==> src/rtl/spi_master_ctrl_pkg.sv <==
// Shared types and constants for the SPI master controller and its shifter.
// MEM_WIDTH and the slave-select levels match the SPI slave + RAM datapath.
package spi_master_ctrl_pkg;

    localparam int   MEM_WIDTH          = 8;
    localparam logic SLAVE_SELECTED     = 1'b0;
    localparam logic SLAVE_NOT_SELECTED = 1'b1;
    localparam int   CNT_W              = 4;

    typedef enum logic [1:0] {
        WR_ADDR = 2'b00,
        WR_DATA = 2'b01,
        RD_ADDR = 2'b10,
        RD_DATA = 2'b11
    } spi_op_e;

    typedef enum logic [2:0] {
        IDLE    = 3'd0,
        SEL     = 3'd1,
        CMD     = 3'd2,
        SHIFT   = 3'd3,
        RD_WAIT = 3'd4,
        RD_CAP  = 3'd5,
        GAP     = 3'd6
    } master_state_e;

endpackage

==> src/rtl/spi_master_shifter.sv <==
// Frame datapath: loadable PISO driving MOSI (MSB first) and a SIPO that
// collects the slave's MISO reply MSB first.
module spi_master_shifter
    import spi_master_ctrl_pkg::*;
#(
    parameter int WIDTH = MEM_WIDTH
) (
    input  logic             clk,
    input  logic             rst_n,
    input  logic             load,
    input  logic [WIDTH+1:0] load_data,
    input  logic             shift_en,
    input  logic             cap_en,
    input  logic             miso,
    output logic             mosi_bit,
    output logic [WIDTH-1:0] cap_next
);

    logic [WIDTH+1:0] piso_q;
    logic [WIDTH-1:0] sipo_q;

    // NOTE: state registers use non-blocking assignments so every flop in the
    // design updates from pre-edge values, independent of process order.
    always_ff @(posedge clk or negedge rst_n) begin
        if (!rst_n) begin
            piso_q <= '0;
            sipo_q <= '0;
        end else begin
            if (load) begin
                piso_q <= load_data;
            end else if (shift_en) begin
                piso_q <= {piso_q[WIDTH:0], 1'b0};
            end
            if (cap_en) begin
                sipo_q <= cap_next;
            end
        end
    end

    assign mosi_bit = piso_q[WIDTH+1];
    // Exposed so the controller can register the final byte on the same edge
    // that samples its last bit.
    assign cap_next = {sipo_q[WIDTH-2:0], miso};

endmodule

==> src/rtl/spi_master_ctrl.sv <==
// SPI master sequencer: accepts one RAM operation per request, serialises it
// as an SS_n/MOSI frame and, for RD_DATA, returns the slave's MISO byte.
module spi_master_ctrl
    import spi_master_ctrl_pkg::*;
#(
    parameter int MEM_WIDTH  = spi_master_ctrl_pkg::MEM_WIDTH,
    parameter int READ_WAIT  = 2,
    parameter int GAP_CYCLES = 1
) (
    input  logic                 clk,
    input  logic                 rst_n,
    input  logic                 req_valid,
    output logic                 req_ready,
    input  logic [1:0]           req_op,
    input  logic [MEM_WIDTH-1:0] req_data,
    output logic                 rsp_valid,
    output logic [MEM_WIDTH-1:0] rsp_data,
    output logic                 busy,
    output logic                 SS_n,
    output logic                 MOSI,
    input  logic                 MISO
);

    localparam logic [CNT_W-1:0] SHIFT_LOAD = CNT_W'(MEM_WIDTH + 1);
    localparam logic [CNT_W-1:0] WAIT_LOAD  = CNT_W'(READ_WAIT - 1);
    localparam logic [CNT_W-1:0] CAP_LOAD   = CNT_W'(MEM_WIDTH - 1);
    localparam logic [CNT_W-1:0] GAP_LOAD   = CNT_W'(GAP_CYCLES - 1);

    master_state_e          state, state_next;
    logic [CNT_W-1:0]       cnt, cnt_next;
    logic                   rd_frame_q;
    logic                   load, shift_en, cap_en;
    logic                   mosi_bit;
    logic [MEM_WIDTH-1:0]   cap_next;
    logic [MEM_WIDTH-1:0]   payload;
    logic                   is_rd_data;

    assign is_rd_data = (spi_op_e'(req_op) == RD_DATA);
    assign payload    = is_rd_data ? '0 : req_data;

    spi_master_shifter #(
        .WIDTH (MEM_WIDTH)
    ) u_shifter (
        .clk       (clk),
        .rst_n     (rst_n),
        .load      (load),
        .load_data ({req_op, payload}),
        .shift_en  (shift_en),
        .cap_en    (cap_en),
        .miso      (MISO),
        .mosi_bit  (mosi_bit),
        .cap_next  (cap_next)
    );

    always_ff @(posedge clk or negedge rst_n) begin
        if (!rst_n) begin
            state      <= IDLE;
            cnt        <= '0;
            rd_frame_q <= 1'b0;
            rsp_valid  <= 1'b0;
            rsp_data   <= '0;
        end else begin
            state     <= state_next;
            cnt       <= cnt_next;
            rsp_valid <= (state == RD_CAP) && (cnt == '0);
            if (load) begin
                rd_frame_q <= is_rd_data;
            end
            if ((state == RD_CAP) && (cnt == '0)) begin
                rsp_data <= cap_next;
            end
        end
    end

    // NOTE: every output of this block gets a default first so no path leaves
    // a signal unassigned, which would otherwise infer a latch.
    always_comb begin
        state_next = state;
        cnt_next   = cnt;
        load       = 1'b0;
        shift_en   = 1'b0;
        cap_en     = 1'b0;
        SS_n       = SLAVE_NOT_SELECTED;
        MOSI       = 1'b0;

        case (state)
            IDLE: begin
                if (req_valid) begin
                    load       = 1'b1;
                    state_next = SEL;
                    cnt_next   = '0;
                end
            end
            SEL: begin
                SS_n       = SLAVE_SELECTED;
                state_next = CMD;
            end
            CMD: begin
                SS_n       = SLAVE_SELECTED;
                MOSI       = mosi_bit;
                state_next = SHIFT;
                cnt_next   = SHIFT_LOAD;
            end
            SHIFT: begin
                SS_n     = SLAVE_SELECTED;
                MOSI     = mosi_bit;
                shift_en = 1'b1;
                if (cnt != '0) begin
                    cnt_next = cnt - 1'b1;
                end else if (rd_frame_q) begin
                    state_next = RD_WAIT;
                    cnt_next   = WAIT_LOAD;
                end else begin
                    state_next = GAP;
                    cnt_next   = GAP_LOAD;
                end
            end
            RD_WAIT: begin
                SS_n = SLAVE_SELECTED;
                if (cnt != '0) begin
                    cnt_next = cnt - 1'b1;
                end else begin
                    state_next = RD_CAP;
                    cnt_next   = CAP_LOAD;
                end
            end
            RD_CAP: begin
                SS_n   = SLAVE_SELECTED;
                cap_en = 1'b1;
                if (cnt != '0) begin
                    cnt_next = cnt - 1'b1;
                end else begin
                    state_next = GAP;
                    cnt_next   = GAP_LOAD;
                end
            end
            GAP: begin
                if (cnt != '0) begin
                    cnt_next = cnt - 1'b1;
                end else begin
                    state_next = IDLE;
                end
            end
            default: begin
                state_next = IDLE;
                cnt_next   = '0;
            end
        endcase
    end

    assign busy      = (state != IDLE);
    assign req_ready = !busy;

endmodule

==> config.mk <==
export PLATFORM = sky130hd
export DESIGN_NAME = spi_master_ctrl
export DESIGN_NICKNAME = d
export VERILOG_FILES = /design/src/rtl/spi_master_ctrl_pkg.sv /design/src/rtl/spi_master_shifter.sv /design/src/rtl/spi_master_ctrl.sv
export SDC_FILE = /design/constraint.sdc
export NUM_CORES = 1
export LEC_CHECK = 0
export ABC_CLOCK_PERIOD_IN_PS = 3300
export BUFFER_PORTS_ARGS = -buffer_cell sky130_fd_sc_hd__buf_2
export CORE_MARGIN = 8
export CORE_UTILIZATION = 55
export DETAILED_ROUTE_END_ITERATION = 10
export GPL_ROUTABILITY_DRIVEN = 0
export PLACE_DENSITY = 0.78
export SETUP_SLACK_MARGIN = 0.1
export SYNTH_ARGS = -nofsm -noshare
export SYNTH_HDL_FRONTEND = slang
export SYNTH_SLANG_ARGS = --single-unit
==> constraint.sdc <==
create_clock -name clk -period 3.3 [get_ports clk]
set_input_delay 0.66 -clock clk [delete_from_list [all_inputs] [get_ports clk]]
set_output_delay 0.66 -clock clk [all_outputs]
set_load 0.1 [all_outputs]
; ---- After elaboration in Yosys (flattened, before gate mapping)
; Index checks and enable logic that the tools add are counted.
[totals]
regBits = 34
input_bits = 14
output_inout_bits = 13
[op_classes]
addsub = 1
eq_ne = 13
mux = 23
n_bitwise = 1
n_reduce_logical = 11
[ops]
columns = cell, n
row1 = $pmux W4 S7, 1
row2 = $pmux W3 S7, 1
row3 = $mux W10, 2
row4 = $mux W4, 5
row5 = $mux W3, 5
row6 = $ne A2 B2 Y1 const B, 6
row7 = $eq A3 B3 Y1 const B, 3
row8 = $mux W8, 1
row9 = $mux W1, 7
row10 = $eq A3 B2 Y1 const B, 2
row11 = $reduce_and A5 Y1, 1
row12 = $reduce_or A5 Y1, 1
row13 = $logic_not A4 Y1, 1
row14 = $reduce_bool A4 Y1, 1
row15 = $sub A4 B1 Y4 const B, 1
row16 = $eq A3 B1 Y1 const B, 1
row17 = $logic_not A3 Y1, 1
row18 = $reduce_and A3 Y1, 1
row19 = $reduce_bool A3 Y1, 1
row20 = $eq A2 B2 Y1 const B, 1
row21 = $mux W2, 1
row22 = $reduce_bool A2 Y1, 1
row23 = $reduce_or A2 Y1, 1
row24 = $logic_and A1 B1 Y1, 1
row25 = other kinds (2), 2

; ---- Longest topological paths before layout
; Gate-level depths: netlist of run 1.
[depth]
depth_word = 4
mapped_depth = 7
depth_no_buf = 6

; ---- Modules after synthesis
; Synthesis of run 1 repeated with hierarchy kept, for this count alone.
[hier_totals]
cells_unflattened = 161
hier_area_um2 = 1715.4
[by_module_without_submodules]
columns = mod, instances, cells_per_inst, area_per_inst_um2, seq_area_each_um2
row1 = spi_master_ctrl, 1, 102, 978.4, 425.4
row2 = spi_master_shifter, 1, 59, 737.0, 425.4

; ---- Worst setup path after synthesis of run 1
; OpenSTA, ideal clock, no wires.
[synth_timing]
path_kind = reg-to-output
start = register state[1]
end = output port SS_n
arrival_time_ps = 2983
required_ps = 2640
setup_slack_ps = -343
path_stages_with_launch = 4
path_cell_list = dfrtp_1 > clkbuf_1 > nor2_1 > a21boi_0
[synth_via]
elab_chain_cells = 3
word_cells_on_any_way = 7
classes_between = eq/ne: 5 / mux: 1 / reduce/logical: 1
[synth_lines]
columns = item, line
row1 = "start, declared", spi_master_ctrl.sv:29  ; master_state_e state, state_next;
row2 = "start signal, assigned", spi_master_ctrl.sv:63  ; state <= state_next;
row3 = $eq A3 B3 Y1 (tied with other cells), spi_master_ctrl.sv:86  ; case (state)
row4 = $reduce_or A5 Y1 (no line) *, --
row5 = $mux W1 *, spi_master_ctrl.sv:86
row6 = "end, declared", spi_master_ctrl.sv:19  ; output logic SS_n,
; Every way passes the cells marked *; elsewhere a longest branch is shown, timed or not.

; ---- Worst setup path in the final report of run 1
; Ends and elaborated chain as after synthesis.

==> results by stage, run 1 <==
Clock network:
- The hold-fix buffer count after cts is 0.
- The clock insertion delay at the later pin of the skew report is ~0.34 ns.
- The H-tree depth is 2.
- In this run the clock root is driven by a sky130_fd_sc_hd__clkbuf_4.
- In this run, post-CTS repair resized a total of 0 instances.
- The clock-pin slew on the worst setup and hold paths is about 0.11 ns.
- Post-CTS timing repair inserted 0 buffers for setup.
- TritonCTS built the clock tree.
- The tree built by TritonCTS fans out to 34 sinks.
- In this run the deepest clock path goes through 2 buffers.
- The number of buffers created by CTS is 5.

Floorplanning:
- The starting density of the core is 0.5740.
- The placeable core region is roughly 3000 µm².
- The floorplan die width is slightly above 70 µm.
- The number of top-level design ports is 27.
- From bottom edge to top edge, the die measures about 72 µm.
- The floorplan step defined a die boundary enclosing between 5000 and 6000 µm².
- The site row count is 20.

Synth:
- Of the synthesized area, sequential elements account for 0.4896.
- Among all flip-flop cells after synthesis, the most frequent one is sky130_fd_sc_hd__dfrtp_1.
- The share of synthesized area in the top cell type comes to 0.4896.
- The total number of yosys warnings is 0.
- The total nets after synthesis is 176.
- The count of cell types in the netlist is 42.
- The synthesized netlist cell count is around 160.
- Ranked by total cell area, the synthesized netlist is headed by sky130_fd_sc_hd__dfrtp_1 (49%), sky130_fd_sc_hd__mux2_2 (9.7%), sky130_fd_sc_hd__ha_1 (3.6%).
- Of all flip-flops after synthesis, the portion carrying an async set or reset was 1.000.
- Averaged over all synthesized cells, the footprint is around 11 µm².
- The biggest area contributor in the post-synthesis netlist is sky130_fd_sc_hd__dfrtp_1.
- The number of flops mapped to enable cells by yosys is 0.
- The cell area that synthesis handed to floorplanning was approximately 1700 µm².
- The register bit total from synthesis is 34.

Placement:
- The number of I/O port buffers is 26.
- The total half-perimeter wirelength after legalization and detailed placement is 2431 µm.
- The placed cell area is around 1900 µm².
- OpenSTA, run right after detailed placement, puts the worst setup slack at 0.9668 ns.

STA:
- Derived from the worst setup path, the maximum achievable clock frequency is between 300 and 400 MHz.
- The number of max-slew violations in the final report is 0.
- The least setup slack across all paths after layout is roughly 0.58 ns.
- Of the available clock period, the critical path in the final layout requires 0.8228.
- The worst path in the final design needs a cycle of roughly 2.7 ns, including I/O delays and setup.
- The number of hold violations in the final report is 0.
- For the pin with the worst max-slew slack, the measured transition is about 0.73 ns.
- Adding up every negative setup slack in the final design gives 0 ns.
- The tightest hold path in the finished design has a slack of between 0.3 and 0.4 ns.
- On the final layout, the worst clock skew is between 0.009 and 0.01 ns.
- Setup repair after global routing left no endpoint under its margin.
- Headroom to the max-slew limit came out at 0.5144.
- Setup violations remaining at the end of the flow were counted as 0.

Setup path:
- The category of the most critical setup path is reg -> out.
- The start of the worst register-to-register path is cnt[0].
- Data on the critical path arrives at its endpoint at just over 2 ns.
- The register-to-register path setup slack is ~1.2 ns.
- The maximum fanout along the worst path is 18.
- The depth of the most critical reg-to-reg path is 5.
- The termination of the worst setup path is SS_n.
- The launch point of the critical path is state[1].
- The endpoint of the worst-slack reg-to-reg timing path is rsp_data[7].
- The data required time of the critical path is approximately 2.6 ns.
- The worst setup path is launched from a flip-flop.
- The worst setup path is captured at an output pin.

Route:
- The number of vias after detailed routing is around 1,300.
- After the first detailed-routing iteration, the DRC count stood at 108.
- The detail-routed via count per cell is a little under 6.
- The number of antenna-violating nets in the routed design is 0.
- After detailed routing, the average wire length per cell comes to ~15 µm.
- The remaining design rule violation count is 0.
- After detailed routing, the total wire length is ~3400 µm.
- The first-pass iteration count of the detailed router is 4.

Global routing:
- For this run, the total global-route usage over all layers was measured as 0.1395.
- The maximum number of pins on one net before global-route repair is 35.
- The first-pass GRT wire length is approximately 5700 µm.
- The number of global-route vias before repair is around 1,300.
- The total grt overflow is 0.
- The number of antenna violations at the first check in global routing is 0.

Final layout:
- The finished cells cover roughly 1900 µm².
- The count of nets after finishing is 201.
- In the final layout, the share of cells above drive strength 1 is 0.2896.
- The library cell used most frequently in the layout, excluding fill and tap cells, is sky130_fd_sc_hd__dfrtp_1.
- The number of diodes added for antenna fixing is 0.
- The layout overhead on the synthesized area is 11.59%.
- The library cells used most frequently in the layout, excluding fill and tap cells, are sky130_fd_sc_hd__dfrtp_1 (34), sky130_fd_sc_hd__buf_2 (26), sky130_fd_sc_hd__mux2_2 (15).

Run status:
- The run finished with clean final reports.

Worst hold path:
- The tightest min-delay check is of the in -> async type.

Job:
- The tool flagged a number of max-cap violations equal to 0.
[critical path, stage by stage, from the launching register on]
cell and delay [ns]:
sky130_fd_sc_hd__dfrtp_1 0.66, sky130_fd_sc_hd__inv_1 0.17, sky130_fd_sc_hd__ha_1 0.31, sky130_fd_sc_hd__a21boi_1 0.13
sky130_fd_sc_hd__buf_2 0.44
[stage by stage]
step,utilization,cells
after global routing,0.6405,227
after floorplan,-,157
after global placement,0.6194,219
after CTS,0.6405,227
after detailed placement,0.6194,219
final,0.6405,227
[layer usage]
layer	wire [µm]	part of all wire	track usage
met1	1461	0.44	0.1625
met2	1649	0.49	0.2187
met3	165	0.049	0.04821
met4	80	0.024	0.07710
met5	0	0	0
[synth_stat cells, drive strengths merged (2+ instances only)]
library cell  number
a211oi             3
inv                6
nor3               3
a311oi             2
o41ai              2
nand3              2
a21boi             2
nor4               3
nor3b              2
nand2b             2
mux2i              3
a2bb2oi            7
ha                 5
buf                4
dfrtp             34
clkbuf             4
nor2               9
mux2              15
a21oi              7
and2               2
o21ai             12
nand2             11
a21o               2
[flip-flops by register name, summed over array words and instances (netlist names)]
register / flops
state: 3
u_shifter.sipo_q: 7
rsp_data: 8
cnt: 4
rd_frame_q: 1
rsp_valid: 1
u_shifter.piso_q: 10
[cells by family after synthesis]
group	synth area share
AOI/OAI and AO/OA	0.1922
adders and majority gates	0.03600
buffers and inverters	0.04031
DFF	0.4896
muxes	0.1145
and+or+nand+nor	0.1274
[worst min path at each step]
stage	from	endpoint	slack [ns]	depth (start not counted)
2_1_floorplan	rst_n	cnt[0]	0.36	0
3_3_place_gp	rsp_data[0]	rsp_data[0]	0.49	1
3_5_place_dp	rsp_data[0]	rsp_data[0]	0.49	1
4_1_cts	rst_n	state[2]	0.39	1
5_1_grt	rst_n	cnt[2]	0.41	1
6_report	rst_n	state[2]	0.36	1
[area by class of cell]
class	count	area, µm²
Clock buffer	6	51.30
Clock inverter	2	12.51
Multi-Input combinational cell	109	817.0
Tap cell	44	55.05
Inverter	6	22.52
Timing Repair Buffer	26	130.1
Sequential cell	34	850.8
Fill cell	267	1089
Power of run 1 is not shown: default switching activity piles up to over one toggle a cycle in this logic, so the estimate is an artifact.
==> run 2: changes to the inputs <==
--- a/config.mk
+++ b/config.mk
@@ -5,7 +5,7 @@
 export SDC_FILE = /design/constraint.sdc
 export NUM_CORES = 1
 export LEC_CHECK = 0
-export ABC_CLOCK_PERIOD_IN_PS = 3300
+export ABC_CLOCK_PERIOD_IN_PS = 2700
 export BUFFER_PORTS_ARGS = -buffer_cell sky130_fd_sc_hd__buf_2
 export CORE_MARGIN = 8
 export CORE_UTILIZATION = 55
==> constraint.sdc (replaced) <==
create_clock -name clk -period 2.7 [get_ports clk]
set_input_delay 0.54 -clock clk [delete_from_list [all_inputs] [get_ports clk]]
set_output_delay 0.54 -clock clk [all_outputs]
set_load 0.1 [all_outputs]
==> run 2 against run 1 <==
Net effect:
- critical path depth fell by 1
- setup slack got worse by 0.32 ns
- clock-buffer cell count did not move
- design area rose by 0.65%
- via count fell by 4.0%
==> results by stage, run 2 (same netlist as run 1, synthesis figures left out) <==
Setup path:
- The signal on the critical path passes through or3_1, inv_1, buf_2.
- The logic depth of the worst setup path including buffers is 3 (-1).
- The sum of buffers and inverters on the critical path is 2 (unchanged).
- The kind of end point of the critical path is an output pin.
- The maximum fanout along the worst path was 16 (-2).
- The launch point of the critical path is state[2].
- The depth of the most critical reg-to-reg path was 5 (unchanged).
- The data required time of the critical path is 2.16 ns (-0.48 ns).
- The arrival time of data at the critical path endpoint is 1.89 ns (-0.17 ns).
- Broken down by cell family, the worst path's largest delay share belongs to flip-flops.
- The worst setup path is launched from a flip-flop.
- The worst register-to-register path begins at cnt[0].
- The largest incremental delay on the critical path is 0.56 ns (-0.10 ns).
- For this design, the slowest cell found on the critical path is sky130_fd_sc_hd__dfrtp_1.
- The category of the most critical setup path is reg -> out.

Route:
- The number of vias after detailed routing is 1,263 (-4.0%).
- The final routed wirelength across all metal layers was 3410 µm (+1.6%).
- The number of antenna-violating nets in the routed design is 0 (unchanged).
- The routed wire length per instance is 14.96 µm (+1.2%).
- The detail-routed via count per cell came to 5.539 (-4.4%).
- The first-pass iteration count of the detailed router is 4 (unchanged).
- The remaining design rule violation count is 0 (unchanged).
- The violation count after the first detailed-route iteration is 77 (-29%).

STA:
- The post-route worst hold slack is 0.2556 ns (-0.1027 ns).
- The actual transition at the worst max-transition pin is 0.7469 ns (+0.01842 ns).
- Setup repair after global routing left no endpoint under its margin.
- The max-slew headroom at the worst pin came to 0.5021 (-0.01228).
- The number of setup violations in the final report is 0 (unchanged).
- The number of max-slew violations in the final report is 0 (unchanged).
- In the finished design, the share of the clock period the worst path needs comes to 0.9003.
- Static timing analysis puts the maximum clock frequency at ~400 MHz.
- The number of hold violations in the final report is 0 (unchanged).
- The routed design could run at a clock period as short as between 2 and 2.5 ns.
- The setup total negative slack is 0 ns (unchanged).
- The least setup slack across all paths after layout is 0.2693 ns (-0.3155 ns).
- The clock skew after layout is 0.003278 ns (-0.005776 ns).

Worst hold path:
- The min-delay analysis places its worst path in the category in -> async.

Clock network:
- The H-tree depth came to 2 (unchanged).
- TritonCTS built the clock tree.
- The number of buffers created by CTS was 5 (unchanged).
- The clock-pin slew on the worst setup and hold paths is 0.10 ns (about the same).
- The number of clock sinks is 34 (unchanged).
- The cell at the root of the clock tree is sky130_fd_sc_hd__clkbuf_4.
- The hold-fix buffer count after cts is 0 (unchanged).
- The setup fix buffers added after clock tree synthesis is 0 (unchanged).
- The clock insertion delay at the later pin of the skew report is 0.34 ns (about the same).
- The buffer levels on the longest clock path is 2 (unchanged).

Placement:
- The instance count after placement with tap cells included came to 220 (+0.46%).
- The total half-perimeter wirelength after legalization and detailed placement is 2510 µm (+3.2%).
- The setup slack after placement is 0.4777 ns (-0.4891 ns).
- The number of I/O port buffers is 26 (unchanged).

Final layout:
- The top cell types in the final layout, fill and taps aside, are sky130_fd_sc_hd__dfrtp_1 (33), sky130_fd_sc_hd__buf_2 (26), sky130_fd_sc_hd__mux2_2 (15).
- The register with the most flip-flops is u_shifter.piso_q.
- The number of diodes added for antenna fixing is 0 (unchanged).
- The count of nets after finishing was 202 (+0.50%).
- The largest registers in the layout are u_shifter.piso_q x10, rsp_data x8, u_shifter.sipo_q x7.
- The footprint of the flip-flops and latches was 852.1 µm² (+0.15%).
- The layout overhead on the synthesized area is 12.31%.
- The most frequent standard cell in the layout excluding fill and tap cells is sky130_fd_sc_hd__dfrtp_1.
- The number of fillers in the final layout is 255 (-4.5%).
- The flip-flop count of the largest register, all copies and words added came to 10 (unchanged).
- The share of cells above drive strength 1 is 0.3043 (+0.01473).
- The final cell count without fillers is 228 (+0.44%).
- The multi-input gate area in the final layout came to 820.8 µm² (+0.46%).

Global routing:
- The first-pass GRT wire length is 5885 µm (+3.0%).
- The maximum number of pins on one net before global-route repair came to 35 (unchanged).
- The total grt overflow was 0 (unchanged).
- The global-route usage over all layers is 0.1421 (+0.002649).
- The number of global-route vias before repair was 1,321 (+2.6%).
- The number of antenna violations at the first check in global routing is 0 (unchanged).

Floorplanning:
- The height of the die is 72.21 µm (unchanged).
- The placeable core region came to 3028 µm² (unchanged).
- The number of top-level design ports is 27 (unchanged).
- The starting density of the core is 0.5740 (unchanged).
- The site row count is 20 (unchanged).
- The floorplan die width came to 72.21 µm (unchanged).
- The floorplan die area was 5214 µm² (unchanged).

Run status:
- The run finished with clean final reports.

Job:
- The number of max-capacitance violations reported was 0 (unchanged).
-- run 2: cell types whose count changed in the layout (fill, tap and decap cells not counted), sizes merged --
| cell | previous run | this run |
|---|---|---|
| buf | 26 | 27 |
-- run 2: worst paths after layout --
| path | endpoint | slack (ns) |
|---|---|---|
| setup / recovery | req_ready | 0.27 |
| hold / removal | u_shifter.piso_q[3] | 0.26 |
| setup reg to reg | rsp_data[3] | 0.63 |
| hold reg to reg | rsp_data[6] | 0.51 |
| max in group asynchronous | state[1] | 1.93 |
| min in group clk | u_shifter.piso_q[0] | 0.42 |
-- run 2: timing repair --
action                                 4_1_cts  5_1_grt
endpoints found under the hold margin        0        0
setup endpoints to repair                    0        1
resized for setup                            0        1
-- run 2: cell type report --
| class | instances | area share |
|---|---|---|
| Timing Repair Buffer | 27 | 0.07051 |
| Clock inverter | 2 | 0.006410 |
| Multi-Input combinational cell | 109 | 0.4205 |
| Inverter | 6 | 0.01154 |
| Clock buffer | 6 | 0.02628 |
| Sequential cell | 34 | 0.4365 |
| Tap cell | 44 | 0.02821 |
-- run 2: through the flow --
| step | cell area, µm² | util |
|---|---|---|
| floorplan | 1742 | - |
| global placement | 1887 | 0.6231 |
| detailed placement | 1887 | 0.6231 |
| CTS | 1951 | 0.6442 |
| global route | 1952 | 0.6446 |
| finish | 1952 | 0.6446 |
-- run 2: routing by layer --
layer	global-route usage	vias to the layer above	wire, µm
met3	0.05510	5	133
met4	0.05215	0	38
met5	0	-	0
met1	0.1678	608	1558
li1	-	631	-
met2	0.2277	19	1679
Power of run 2 is left out for the same reason.
==> run 3: changes to the inputs <==
--- a/config.mk
+++ b/config.mk
@@ -5,7 +5,7 @@
 export SDC_FILE = /design/constraint.sdc
 export NUM_CORES = 1
 export LEC_CHECK = 0
-export ABC_CLOCK_PERIOD_IN_PS = 2700
+export ABC_CLOCK_PERIOD_IN_PS = 2370
 export BUFFER_PORTS_ARGS = -buffer_cell sky130_fd_sc_hd__buf_2
 export CORE_MARGIN = 8
 export CORE_UTILIZATION = 55
==> constraint.sdc (replaced) <==
create_clock -name clk -period 2.37 [get_ports clk]
set_input_delay 0.474 -clock clk [delete_from_list [all_inputs] [get_ports clk]]
set_output_delay 0.474 -clock clk [all_outputs]
set_load 0.05 [all_outputs]
==> run 3 against run 2 <==
Net effect:
- register-to-register slack worse by 0.39 ns
- clock skew increased by 0.0045 ns
- core utilization rose by 1.8 points
- die area did not move
- wire length is 10% higher
- flip-flop and latch count unchanged
- clock-buffer cell count shrank 1
- critical endpoint unchanged
==> results by stage, run 3 (same netlist as run 1, synthesis figures left out) <==
Global routing:
- The maximum number of pins on one net before global-route repair was 35 (unchanged).
- The global-route usage over all layers is 0.1574 (+0.01527).
- The number of global-route vias before repair came to 1,368 (+3.6%).
- The first-pass GRT wire length was 6403 µm (+8.8%).
- The total grt overflow is 0 (unchanged).
- The number of antenna violations at the first check in global routing is 0 (unchanged).

Pwr:
- The internal power of the cells totals 1795 µW.
- The part of the power in the clock network is 0.168.
- The share of total power dissipated in sequential elements is 0.333.
- The total power consumption of the routed design is roughly 3300 µW.
- The analysis attributes to cell leakage a power of about 0.0009 µW.
- The share of total power dissipated in combinational logic is 0.499.
- The net switching power of the design is between 1000 and 1500 µW.
- The largest vdd supply drop is around 0.8 mV.
- For this design the ratio of total power to cell area is ~1600 nW/µm².
- Of the total power, the share spent switching nets is 0.4486.

Final layout:
- The largest registers in the layout are u_shifter.piso_q x10, rsp_data x8, u_shifter.sipo_q x7.
- In the layout the commonest cells are sky130_fd_sc_hd__dfrtp_1 (33), sky130_fd_sc_hd__buf_2 (26), sky130_fd_sc_hd__mux2_2 (15).
- The flip-flop count of the largest register, all copies and words added is 10 (unchanged).
- The area of all placed cells without fillers was 2006 µm² (+2.8%).
- The number of diodes added for antenna fixing is 0 (unchanged).
- The share of cells above drive strength 1 was 0.3065 (+0.002104).
- The register with the most flip-flops is u_shifter.piso_q.
- The most frequent standard cell in the layout excluding fill and tap cells is sky130_fd_sc_hd__dfrtp_1.
- The count of nets after finishing is 204 (+0.99%).
- The layout overhead on the synthesized area is 15.41%.

STA:
- The clock skew after layout is 0.007743 ns (+0.004464 ns).
- Setup repair after global routing left no endpoint under its margin.
- The maximum operating frequency is 462.0 MHz.
- The least setup slack across all paths after layout is 0.2056 ns (-0.06367 ns).
- The post-route worst hold slack is 0.1714 ns (-0.08425 ns).
- The number of max-slew violations in the final report is 0 (unchanged).
- The final clock period utilization by the worst path is 0.9133.
- The setup total negative slack is 0 ns (unchanged).
- The number of hold violations in the final report came to 0 (unchanged).
- The actual transition at the worst max-transition pin is 0.7425 ns (-0.004347 ns).
- The final critical delay including setup and external delays is roughly 2.2 ns.
- The number of setup violations in the final report is 0 (unchanged).
- The max-slew headroom at the worst pin is 0.5050 (+0.002898).

Clock network:
- The setup fix buffers added after clock tree synthesis came to 0 (unchanged).
- The clock-pin slew on the worst setup and hold paths came to 0.11 ns (about the same).
- The clock insertion delay at the later pin of the skew report is 0.35 ns (about the same).
- The number of clock sinks is 34 (unchanged).
- The number of buffers created by CTS is 5 (unchanged).
- The H-tree depth was 2 (unchanged).
- The quantity of gates resized following cts is 0 (unchanged).
- The clock tree from TritonCTS is done.
- The buffer levels on the longest clock path is 2 (unchanged).
- The hold-fix buffer count after cts is 0 (unchanged).
- In this run the clock root is driven by a sky130_fd_sc_hd__clkbuf_4.

Floorplanning:
- The height of the die is 72.21 µm (unchanged).
- The starting density of the core was 0.5740 (unchanged).
- The floorplan die width is 72.21 µm (unchanged).
- The placeable core region is 3028 µm² (unchanged).
- The number of top-level design ports was 27 (unchanged).
- The site row count came to 20 (unchanged).
- The floorplan die area is 5214 µm² (unchanged).

Route:
- The number of vias after detailed routing is 1,340 (+6.1%).
- The first-pass iteration count of the detailed router is 4 (unchanged).
- The violation count after the first detailed-route iteration came to 116 (+51%).
- The number of antenna-violating nets in the routed design came to 0 (unchanged).
- The detail-routed via count per cell is 5.826 (+5.2%).
- The final routed wirelength across all metal layers is 3762 µm (+10%).
- The routed wire length per instance was 16.36 µm (+9.4%).
- The remaining design rule violation count is 0 (unchanged).

Setup path:
- The largest individual stage delay along the critical path comes from the cell sky130_fd_sc_hd__dfrtp_1.
- The maximum fanout along the worst path came to 17 (+1).
- The arrival time of data at the critical path endpoint is 1.69 ns (-0.20 ns).
- The largest incremental delay on the critical path is 0.41 ns (-0.15 ns).
- The depth of the most critical reg-to-reg path is 5 (unchanged).
- The signal on the critical path passes through buf_4, or3_1, inv_1, buf_2.
- STA classifies the critical path endpoint as an output pin.
- By startpoint and endpoint, the worst setup path is classified as reg -> out.
- The start of the worst register-to-register path is cnt[0].
- The register-to-register path setup slack is 0.24 ns (-0.39 ns).
- The startpoint class of the critical path is a flip-flop.
- The data required time of the critical path was 1.90 ns (-0.26 ns).
- The endpoint of the worst-slack reg-to-reg timing path is rsp_data[0].

Placement:
- The total half-perimeter wirelength after legalization and detailed placement is 2706 µm (+7.8%).
- The placed cell area is 1898 µm² (+0.60%).
- The setup slack after placement was 0.2834 ns (-0.1943 ns).
- The number of I/O port buffers is 26 (unchanged).

Run status:
- The flow ran to the end, and the final reports show no timing, DRC or antenna violations.

Job:
- The number of max-capacitance violations reported is 0 (unchanged).

Worst hold path:
- In this run the worst hold path is classified as in -> async.
run 3: how the worst max path moves through the flow:
stage	start	end	slack (ns)	cells past startpoint
after floorplan	state[1]	SS_n	0.33	3
after global placement	cnt[0]	rsp_data[3]	0.41	5
after detailed placement	cnt[0]	rsp_data[0]	0.28	5
after CTS	state[0]	req_ready	0.17	3
after global routing	state[1]	req_ready	0.11	4
final	state[1]	req_ready	0.21	4
run 3: metrics by stage:
step | instances | util
after CTS | 230 | 0.6620
after global routing | 230 | 0.6624
after floorplan | 157 | -
after global placement | 222 | 0.6269
after detailed placement | 222 | 0.6269
final | 230 | 0.6624
run 3: power by group through the flow:
stage                     sequential, µW  combinational [µW]  clock (µW)
final                               1090                1620         546
after global routing                1130                1760         570
after CTS                           1080                1640         549
after detailed placement            1090                1620           0
after global placement              1070                1560           0
after floorplan                     1270                1090           0
run 3: cell type report:
cell class | instances | area (µm²)
well taps | 44 | 55.05
repair buffers | 29 | 152.6
multi-input cells | 109 | 817.0
inverters | 6 | 22.52
clock inverters | 3 | 68.82
flip-flops and latches | 34 | 852.1
fillers | 230 | 1022
clock buffers | 5 | 37.54
run 3: worst max-delay path: cells and delay by family (launching register included):
family / cells / cell delay, ns
buffers and inverters: 3 / 0.55
flip-flops: 1 / 0.41
AND/OR/NAND/NOR: 1 / 0.39
run 3: routing by layer:
layer	routed length, µm	track usage	vias to the layer above
met5	0	0	-
met4	73	0.06576	0
met3	235	0.05510	6
met2	1917	0.2658	54
met1	1535	0.1749	639
li1	-	-	641
Note: power is estimated with default switching activity, not from simulation.
